File: src/rtl/serial_subtractor_8bit_pkg.sv
// Shared types and constants for the bit-serial subtractor.
// Holds the FSM state encoding, the default width and the counter sizing rule.
package sub_pkg;

    localparam int DEF_WIDTH = 8;

    // The counter has to be able to hold WIDTH itself, not only WIDTH-1.
    localparam int CNT_W = $clog2(DEF_WIDTH) + 1;

    typedef enum logic [1:0] {
        ST_IDLE  = 2'd0,
        ST_SHIFT = 2'd1,
        ST_DONE  = 2'd2
    } state_t;

    function automatic int cnt_width(input int w);
        return $clog2(w) + 1;
    endfunction

endpackage

File: src/rtl/serial_subtractor_8bit_full_subtractor_bit.sv
// One-bit full subtractor cell: d = a - b - br, with the borrow rippling out on br_o.
module full_subtractor_bit (
    input  logic a_i,
    input  logic b_i,
    input  logic br_i,
    output logic d_o,
    output logic br_o
);

    assign d_o  = a_i ^ b_i ^ br_i;
    assign br_o = (~a_i & b_i) | (~(a_i ^ b_i) & br_i);

endmodule

File: src/rtl/serial_subtractor_8bit.sv
// Bit-serial subtractor computing diff = a - b - bin, one bit per clock, LSB first.
// Define SUB_OVERFLOW_EN to add the signed-overflow output ovf.
module serial_subtractor_8bit
    import sub_pkg::*;
#(
    parameter int WIDTH = DEF_WIDTH
) (
    input  logic             clk,
    input  logic             rst,
    input  logic             start,
    input  logic [WIDTH-1:0] a,
    input  logic [WIDTH-1:0] b,
    input  logic             bin,
    output logic             busy,
    output logic             done,
    output logic [WIDTH-1:0] diff,
    output logic             bout
`ifdef SUB_OVERFLOW_EN
    ,
    output logic             ovf
`endif
);

    localparam int             CW   = cnt_width(WIDTH);
    localparam logic [CW-1:0]  LAST = CW'(WIDTH - 1);

    state_t           state_q;
    logic [WIDTH-1:0] a_sh_q;
    logic [WIDTH-1:0] b_sh_q;
    logic [WIDTH-1:0] res_q;
    logic [WIDTH-1:0] diff_q;
    logic [CW-1:0]    cnt_q;
    logic             br_q;
    logic             busy_q;
    logic             done_q;
    logic             bout_q;

    logic             d_bit;
    logic             br_d;
    logic [WIDTH-1:0] res_d;

`ifdef SUB_OVERFLOW_EN
    logic a_msb_q;
    logic b_msb_q;
    logic ovf_q;
`endif

    full_subtractor_bit u_cell (
        .a_i  (a_sh_q[0]),
        .b_i  (b_sh_q[0]),
        .br_i (br_q),
        .d_o  (d_bit),
        .br_o (br_d)
    );

    // Result fills from the top, so after WIDTH shifts bit 0 sits at the LSB.
    assign res_d = {d_bit, res_q[WIDTH-1:1]};

    always_ff @(posedge clk or posedge rst) begin
        if (rst) begin
            state_q <= ST_IDLE;
            a_sh_q  <= '0;
            b_sh_q  <= '0;
            res_q   <= '0;
            diff_q  <= '0;
            cnt_q   <= '0;
            br_q    <= 1'b0;
            busy_q  <= 1'b0;
            done_q  <= 1'b0;
            bout_q  <= 1'b0;
`ifdef SUB_OVERFLOW_EN
            a_msb_q <= 1'b0;
            b_msb_q <= 1'b0;
            ovf_q   <= 1'b0;
`endif
        end else begin
            done_q <= 1'b0;
            case (state_q)
                ST_IDLE: begin
                    if (start) begin
                        a_sh_q  <= a;
                        b_sh_q  <= b;
                        br_q    <= bin;
                        cnt_q   <= '0;
                        busy_q  <= 1'b1;
                        state_q <= ST_SHIFT;
`ifdef SUB_OVERFLOW_EN
                        a_msb_q <= a[WIDTH-1];
                        b_msb_q <= b[WIDTH-1];
`endif
                    end
                end
                ST_SHIFT: begin
                    a_sh_q <= a_sh_q >> 1;
                    b_sh_q <= b_sh_q >> 1;
                    br_q   <= br_d;
                    res_q  <= res_d;
                    cnt_q  <= cnt_q + CW'(1);
                    if (cnt_q == LAST) begin
                        // Final bit is the MSB; publish the whole result on this edge.
                        state_q <= ST_DONE;
                        busy_q  <= 1'b0;
                        done_q  <= 1'b1;
                        diff_q  <= res_d;
                        bout_q  <= br_d;
`ifdef SUB_OVERFLOW_EN
                        ovf_q   <= (a_msb_q ^ b_msb_q) & (a_msb_q ^ d_bit);
`endif
                    end
                end
                ST_DONE: begin
                    state_q <= ST_IDLE;
                end
                default: begin
                    state_q <= ST_IDLE;
                end
            endcase
        end
    end

    assign busy = busy_q;
    assign done = done_q;
    assign diff = diff_q;
    assign bout = bout_q;
`ifdef SUB_OVERFLOW_EN
    assign ovf  = ovf_q;
`endif

endmodule

File: config.mk
export PLATFORM = sky130hd
export DESIGN_NAME = serial_subtractor_8bit
export DESIGN_NICKNAME = d
export VERILOG_FILES = /design/src/rtl/serial_subtractor_8bit_pkg.sv /design/src/rtl/serial_subtractor_8bit_full_subtractor_bit.sv /design/src/rtl/serial_subtractor_8bit.sv
export SDC_FILE = /design/constraint.sdc
export NUM_CORES = 1
export LEC_CHECK = 0
export CAP_MARGIN = 5
export CORE_MARGIN = 2
export CORE_UTILIZATION = 45
export CTS_BUF_LIST = sky130_fd_sc_hd__clkbuf_4 sky130_fd_sc_hd__clkbuf_8 sky130_fd_sc_hd__clkbuf_16
export DETAILED_ROUTE_END_ITERATION = 10
export PLACE_DENSITY = 0.76
export SLEW_MARGIN = 20
export SYNTH_ARGS = -nofsm -noshare
export SYNTH_HDL_FRONTEND = slang
export SYNTH_SLANG_ARGS = --single-unit
File: constraint.sdc
create_clock -name clk -period 2.42 [get_ports clk]
set_input_delay 0.726 -clock clk [delete_from_list [all_inputs] [get_ports clk]]
set_output_delay 0.726 -clock clk [all_outputs]
set_load 0.005 [all_outputs]
* Word-level counts from Yosys, hierarchy flattened
Index checks and enable logic that the tools add are counted.
Operators by class: add/subtract/negate cells 1, multipliers 0, div/mod/pow operators 0, $lt $le $gt $ge 0, equal/unequal tests 4, shifts and indexed selects 0, mux-type cells 16, bitwise gates (word level) 7, reduce and logical (&&, ||, !) cells 6
Operators by type and width (number):
- $pmux 8 s2 | 2
- $mux 8 | 2
- $pmux 4 s2 | 1
- $reduce_and 2->1 | 3
- $mux 1 | 5
- $add 4x1->4 const B | 1
- $eq 4x3->1 const B | 1
- $mux 2 | 2
- $mux 4 | 1
- $ne 2x2->1 const B | 2
- $pmux 1 s2 | 2
- $pmux 2 s2 | 1
- $reduce_and 3->1 | 1
- $and 1x1->1 | 2
- $eq 2x1->1 const B | 1
- $logic_not 2->1 | 1
- $not 1->1 | 2
- $reduce_bool 2->1 | 1
- $xor 1x1->1 | 2
- $or 1x1->1 | 1
Storage, ports and cells: register bits after elaboration 42, latch bits 0, RAM bits 0, bits in read-only memories 0, input bits 20, memories 0

* Depth between registers and ports, before layout
Gate-level depths: netlist of the first run.
depth after elaboration 5, mapped depth 5, mapped depth without buffers 4

* Cells and area by module
From an unflattened synthesis of the first run, not the netlist that was laid out.
Second synthesis, totals: cells, all modules 179, area, all modules 1810.5 sq um
Modules (own cells, without submodules):
- serial_subtractor_8bit | instances 1, cells an instance 175, area each 1779.2 sq um, sequential area each 1026.0 sq um
- full_subtractor_bit | instances 1, cells an instance 4, area each 31.3 sq um, sequential area each 0.0 sq um

* Least setup slack after synthesis of the first run
OpenSTA, ideal clock, no wires.
path type input port to flip-flop, from input start, to register a_sh_q[0], library setup time 132 ps, data arrival time 1298 ps, data required time 2288 ps, path slack 991 ps, cell stages on the path 5, cells stage by stage nor2b_1 > buf_4 > buf_6 > a21oi_1 > o21ai_1
Between the ends: cells in the longest elaborated chain, start to end 2
RTL lines:
- start: declaration | line serial_subtractor_8bit.sv:10 | input logic start,
- $ne 2x2->1 (no source line)
- $reduce_and 2->1 (no source line)
- end signal: assignment | line serial_subtractor_8bit.sv:94 | a_sh_q <= a_sh_q >> 1;
- end: declaration | line serial_subtractor_8bit.sv:28 | logic [WIDTH-1:0] a_sh_q;
No other way between the ends. A chain may end at the register's enable or synchronous reset.

* Worst setup path after layout of the first run
from register busy_q (netlist: busy), to output busy
RTL lines:
- start: declaration | line serial_subtractor_8bit.sv:34 | logic busy_q;
- start signal: assignment | line serial_subtractor_8bit.sv:68 | busy_q <= 1'b0;
- start signal: assignment | line serial_subtractor_8bit.sv:85 | busy_q <= 1'b1;
- start signal: assignment | line serial_subtractor_8bit.sv:102 | busy_q <= 1'b0;
- end: declaration | line serial_subtractor_8bit.sv:14 | output logic busy,
No word-level cell between the ends.

==> qor.txt, run 1 <==
status -> complete, no violations
sequential fraction of the synthesis area -> 0.5445
Post-synth EDFFs -> 0
syn nets -> 200
pwr dens -> 1183 mW/mm^2
Hold Vio Cnt, Final -> 0
CP delay by family, top -> buffers and inverters
synth unique cells -> 29
HP Start -> res_q[1]
vias in the first global route -> 1306
register area -> 0.001026 mm^2
FMAX -> 0.5288 GHz
Mean Syn Cell Area -> 10.59 um^2
Syn Std Cell Area -> 0.001884 mm^2
max_slew headroom -> 0.5565
worst r2r src -> cnt_q[0]
worst-margin pin slew -> 0.6631 ns
main combinational cell family by area after synthesis -> compound AO/OA/AOI/OAI gates
Int Pwr -> 1.782 mW
Max-cap violations -> 0
CTS tree -> yes
Die Span X -> 68.71 um
routed wire length -> 3495 um
most common library cells after synthesis -> 41 x dfrtp_1, 26 x nand2_1, 18 x a21oi_1, 14 x a22oi_1, 13 x nor2b_1
Gate Count Post-Synth -> 178
post-CTS sizing -> 0
Worst Setup SP -> busy
Final Non-Filler Cells -> 262
WP buf/inv -> 1
Switching Fraction -> 0.3502
die area -> 0.004721 mm^2
critical path class -> reg2out
nets@finish -> 233
row cnt -> 23
Reg clk slew, reported paths -> 0.07 ns
Starting Density -> 0.4677
top_reg_cell synth -> dfrtp_1
Setup crit end kind -> output port
Worst Path Required -> 1.69 ns
post-synthesis mux area share -> 0.06707
synth-to-layout area growth -> 23.04%
type of origin of the critical path -> register
clock root cell -> clkbuf_8
clk buf depth -> 2
setup_tns -> 0 ns
Synth Warn # -> 0
share of synthesized registers carrying an async set or reset -> 1.000
critical path cell sequence -> clkdlybuf4s50_1
H-tree lvl count -> 2
WL per Instance -> 13.34 um
multi-input logic area -> 768.2 um^2
Clk pwr share -> 0.161
clock sink count -> 41
Post-DP Area -> 0.002232 mm^2
Design Area, Final -> 0.002318 mm^2
# DRC -> 0
gpl congestion -> 0.7554
Simple-Gate Fraction of Synth Area -> 0.1421
first-pass GRT wire length -> 5927 um
Tot GR Track Use -> 0.1685
Tot Pwr -> 2.742 mW
Synth Area in XOR/XNOR -> 0
Max IR drop VDD -> 0.3562 mV
total congestion overflow -> 0
Synth Area in Adders -> 0.01726
total via count in the routed design -> 1377
TritonRoute pass-1 iters -> 4
critical path's largest stage delay -> 0.51 ns
n_diodes -> 0
top post-synthesis cells by area -> dfrtp_1 54%, a22oi_1 5.6%, mux2_4 5.6%
Port Buffers -> 30
Sequential Power Share -> 0.432
core area -> 0.004029 mm^2
count leader, synth -> dfrtp_1
max-slew violation count -> 0
post-DR vias/cell -> 5.256
combinational share of power -> 0.407
Slowest-stage cell, CP -> clkdlybuf4s50_1
post-synth top area share -> 0.5445
arrival time worst endpoint -> 1.17 ns
setup bufs post-CTS -> 0
fraction of layout cells with a size suffix above 1 -> 0.1179
Layout fillers -> 355
pin count of the biggest net entering global routing -> 42
initial antenna violation count -> 0
Fin Clk Skew -> 0.001960 ns
I/O pins -> 31
hpwl dp -> 2250 um
leading area contributor after synthesis -> dfrtp_1
Clock Latency Late Sink -> 0.29 ns
cts hold-fix bufs -> 0
fin crit period -> 1.891 ns
Leakage -> 1.037 nW
number of setup violations in the final report -> 0
Yosys reg bits -> 41
CP max FO -> 2
DP Cell Count -> 254
Final ANT Viol Nets -> 0
P_sw -> 0.9603 mW
Num CTS Buffers -> 5
crit share post-route -> 0.7815
Util after Layout -> 0.5755
Hold Path Class -> reg2reg
RSZ-0062 raised after global routing -> false
complex-gate fraction of the synthesized area -> 0.1813
DIE HEIGHT -> 68.71 um
drt initial violations -> 160
-- cell families (layout without fill, tap and decap cells) --
| group | Yosys count | after routing |
|---|---|---|
| DFF | 41 | 41 |
| muxes | 9 | 9 |
| buffers and inverters | 17 | 51 |
| and+or+nand+nor | 52 | 52 |
| adders and majority gates | 2 | 2 |
| AOI/OAI and AO/OA | 57 | 57 |
-- metrics by stage --
stage | setup slack (ns) | hold slack (ns)
after floorplan | 0.7480 | 0.4460
after global placement | 0.4866 | 0.4623
after detailed placement | 0.4741 | 0.4681
after CTS | 0.5085 | 0.4865
after global routing | 0.4802 | 0.5377
final | 0.5289 | 0.4803
-- path summary, 6_finish.rpt --
check                            endpoint  slack, ns  cells after the start
worst max-delay path                 busy       0.53                      1
worst min-delay path             res_q[1]       0.48                      2
worst max register to register    diff[6]       0.62                      4
worst min register to register   res_q[1]       0.48                      2
max in group asynchronous       a_sh_q[2]       1.21                      3
min in group asynchronous         diff[4]       0.86                      3
-- state kept, by name, summed over array words and instances, names as in the netlist --
name,flops
diff,8
busy,1
bout,1
b_sh_q,8
a_sh_q,8
state_q,2
br_q,1
done,1
res_q,7
cnt_q,4
-- area by class of cell --
cell class,instances,share of cell area
clock inverter,2,0.004317
tap,50,0.02698
multi-input combinational,120,0.3314
sequential,41,0.4425
inverter,6,0.009714
timing repair buffer,37,0.1522
clock buffer,6,0.03292
-- power groups by stage --
stage | registers, mW | logic, mW | clock network [mW]
floorplan | 1.16 | 0.761 | 0
global placement | 1.19 | 1.10 | 0
detailed placement | 1.20 | 1.12 | 0
CTS | 1.19 | 1.13 | 0.455
global route | 1.23 | 1.26 | 0.484
finish | 1.19 | 1.12 | 0.441
-- layer usage --
layer / global-route usage / vias up / wire (um)
met3: 0.04545 / 6 / 133
met4: 0.05882 / 0 / 61
li1: - / 682 / -
met5: 0 / - / 0
met2: 0.2704 / 21 / 1601
met1: 0.2199 / 668 / 1698
-- cells in the final DEF, fill, tap and decap left out, types with 2 or more instances in the layout --
cell type / count
nand3_1: 2
a22oi_1: 14
inv_1: 6
a2bb2oi_1: 3
clkbuf_8: 5
o21ai_0: 10
clkinv_2: 2
nand2_1: 26
buf_4: 7
a21oi_1: 18
and2b_1: 4
nor2b_1: 13
o21ai_1: 9
mux2_4: 7
clkdlybuf4s50_1: 30
dfrtp_1: 41
nor2_1: 2
(Power assumes the default switching activity.)
==> inputs of run 2 (changes only) <==
- PLACE_DENSITY: 0.76 -> 0.79
- clock period: 2.42 -> 1.63 ns (I/O delays scaled with it)
==> qor.txt, run 2 (same netlist as run 1, synthesis figures left out) <==
status -> complete, no violations
CP delay by family, top -> flip-flops
Slowest-stage cell, CP -> dfrtp_1
type of origin of the critical path -> register
Worst Setup SP -> cnt_q[0]
Hold Vio Cnt, Final -> 0 (unchanged)
drt initial violations -> 67 (-58%)
Reg clk slew, reported paths -> 0.08 ns (about the same)
FMAX -> 0.6489 GHz
Fin Clk Skew -> 0.005082 ns (+0.003122 ns)
RSZ-0062 raised after global routing -> false
R2R Setup Slk -> 0.09 ns (-0.53 ns)
CP Depth -> 5 (+4)
post-DR vias/cell -> 5.296 (+0.77%)
critical path class -> reg2reg
nets@finish -> 248 (+6.4%)
Tot GR Track Use -> 0.1868 (+0.01835)
Util after Layout -> 0.6230 (+0.04751)
initial antenna violation count -> 0 (unchanged)
clock root cell -> clkbuf_8
Clk pwr share -> 0.208 (+0.047)
Starting Density -> 0.4677 (unchanged)
Hold Path Class -> reg2reg
Leakage -> 1.200 nW (+16%)
CTS tree -> yes
WL per Instance -> 14.05 um (+5.4%)
Worst Path Required -> 1.81 ns (+0.12 ns)
crit share post-route -> 0.9454
cts hold-fix bufs -> 0 (unchanged)
worst r2r src -> cnt_q[0]
Layout fillers -> 332 (-6.5%)
TritonRoute pass-1 iters -> 4 (unchanged)
Sequential Power Share -> 0.386 (-0.046)
clock sink count -> 41 (unchanged)
max_slew headroom -> 0.7622 (+0.2057)
pwr dens -> 1826 mW/mm^2 (+54%)
CP max FO -> 6 (+4)
hold slack -> 0.4840 ns (+0.003675 ns)
total via count in the routed design -> 1467 (+6.5%)
I/O pins -> 31 (unchanged)
number of setup violations in the final report -> 0 (unchanged)
P_sw -> 1.518 mW (+58%)
crit path capture -> diff[6]
reg2reg path depth -> 5 (+1)
n_diodes -> 0 (unchanged)
gpl congestion -> 0.7299 (-3.4%)
WP buf/inv -> 1 (unchanged)
pin count of the biggest net entering global routing -> 42 (unchanged)
worst-margin pin slew -> 0.3560 ns (-0.3071 ns)
max-slew violation count -> 0 (unchanged)
critical path's largest stage delay -> 0.40 ns (-0.11 ns)
most common cell after layout, fill and taps aside -> dfrtp_1
RR Endpoint -> diff[6]
Die Span X -> 68.71 um (unchanged)
combinational share of power -> 0.405 (-0.002)
Clock Latency Late Sink -> 0.29 ns (about the same)
critical path cell sequence -> ha_1 -> nand2_2 -> nor3_4 -> buf_4 -> mux2_2
fin crit period -> 1.541 ns
Int Pwr -> 3.065 mW (+72%)
vias in the first global route -> 1485 (+14%)
Num CTS Buffers -> 5 (unchanged)
routed wire length -> 3893 um (+11%)
Max-cap violations -> 0 (unchanged)
# DRC -> 0 (unchanged)
clk buf depth -> 2 (unchanged)
arrival time worst endpoint -> 1.72 ns (+0.55 ns)
die area -> 0.004721 mm^2 (unchanged)
H-tree lvl count -> 2 (unchanged)
Port Buffers -> 30 (unchanged)
fraction of layout cells with a size suffix above 1 -> 0.1762 (+0.05829)
synth-to-layout area growth -> 33.20%
most frequent cells in the layout -> 41 x dfrtp_1, 26 x nand2_1, 19 x clkdlybuf4s50_1, 19 x buf_4, 18 x a21oi_1
DIE HEIGHT -> 68.71 um (unchanged)
row cnt -> 23 (unchanged)
Final ANT Viol Nets -> 0 (unchanged)
core area -> 0.004029 mm^2 (unchanged)
Switching Fraction -> 0.3312 (-0.01902)
Setup crit end kind -> register
hpwl dp -> 2601 um (+16%)
total congestion overflow -> 0 (unchanged)
Max IR drop VDD -> 0.5895 mV (+66%)
first-pass GRT wire length -> 6472 um (+9.2%)
run 2: cell count changes in the layout (fill, tap and decap cells not counted), sizes merged:
cell           delta
clkbuf            -1
dlymetal6s2s      +2
dlygate4sd2       +9
clkinv            -1
bufinv            +2
clkdlybuf4s50    -11
buf              +15
run 2: tightest hold or removal path, delay by kind of cell, from the launching register on:
family | cells | cell delay, ns
DFF | 1 | 0.35
and+or+nand+nor | 2 | 0.11
run 2: stage by stage:
step           total power, mW  instance area [um^2]  setup WS, ns  setup TNS, ns  instances
2_1_floorplan            2.859                  1884        0.1950              0        178
3_3_place_gp             3.506                  2322      -0.01941       -0.01941        261
3_5_place_dp             3.595                  2322      -0.09471        -0.2913        261
4_1_cts                  4.596                  2497    0.00003708              0        276
5_1_grt                  4.928                  2510       0.01288              0        277
6_report                 4.583                  2510       0.08904              0        277
run 2: metal layers:
metal / up-vias / share of wire / GRT usage
met1: 719 / 0.45 / 0.2309
li1: 711 / - / -
met4: 0 / 0.020 / 0.08088
met2: 28 / 0.49 / 0.3185
met3: 9 / 0.041 / 0.03571
met5: - / 0 / 0
run 2: power groups by stage:
stage | Clock, mW | Sequential, mW | Combinational (mW)
2_1_floorplan | 0 | 1.73 | 1.13
3_3_place_gp | 0 | 1.77 | 1.74
3_5_place_dp | 0 | 1.79 | 1.80
4_1_cts | 0.972 | 1.77 | 1.86
5_1_grt | 1.02 | 1.83 | 2.08
6_report | 0.955 | 1.77 | 1.86
run 2: layout make-up:
class / count / area, um^2 / area share
clock buffers: 5 / 68.82 / 0.02742
multi-input cells: 120 / 768.2 / 0.3061
clock inverters: 3 / 65.06 / 0.02592
well taps: 50 / 62.56 / 0.02493
repair buffers: 52 / 496.7 / 0.1979
flip-flops and latches: 41 / 1026 / 0.4088
inverters: 6 / 22.52 / 0.008973
run 2: what timing repair did:
action                     CTS  global route
buffers inserted             7             1
resized for setup            9             2
setup endpoints to repair   10             2
pin swaps                    0             0
run 2: how the worst min path moves through the flow:
stage,slack (ns),from,to,depth (start not counted)
after global placement,0.46,res_q[1],res_q[1],2
after floorplan,0.45,res_q[1],res_q[1],2
final,0.48,res_q[1],res_q[1],2
after detailed placement,0.47,res_q[1],res_q[1],2
after global routing,0.53,diff[5],diff[5],1
after CTS,0.49,res_q[1],res_q[1],2
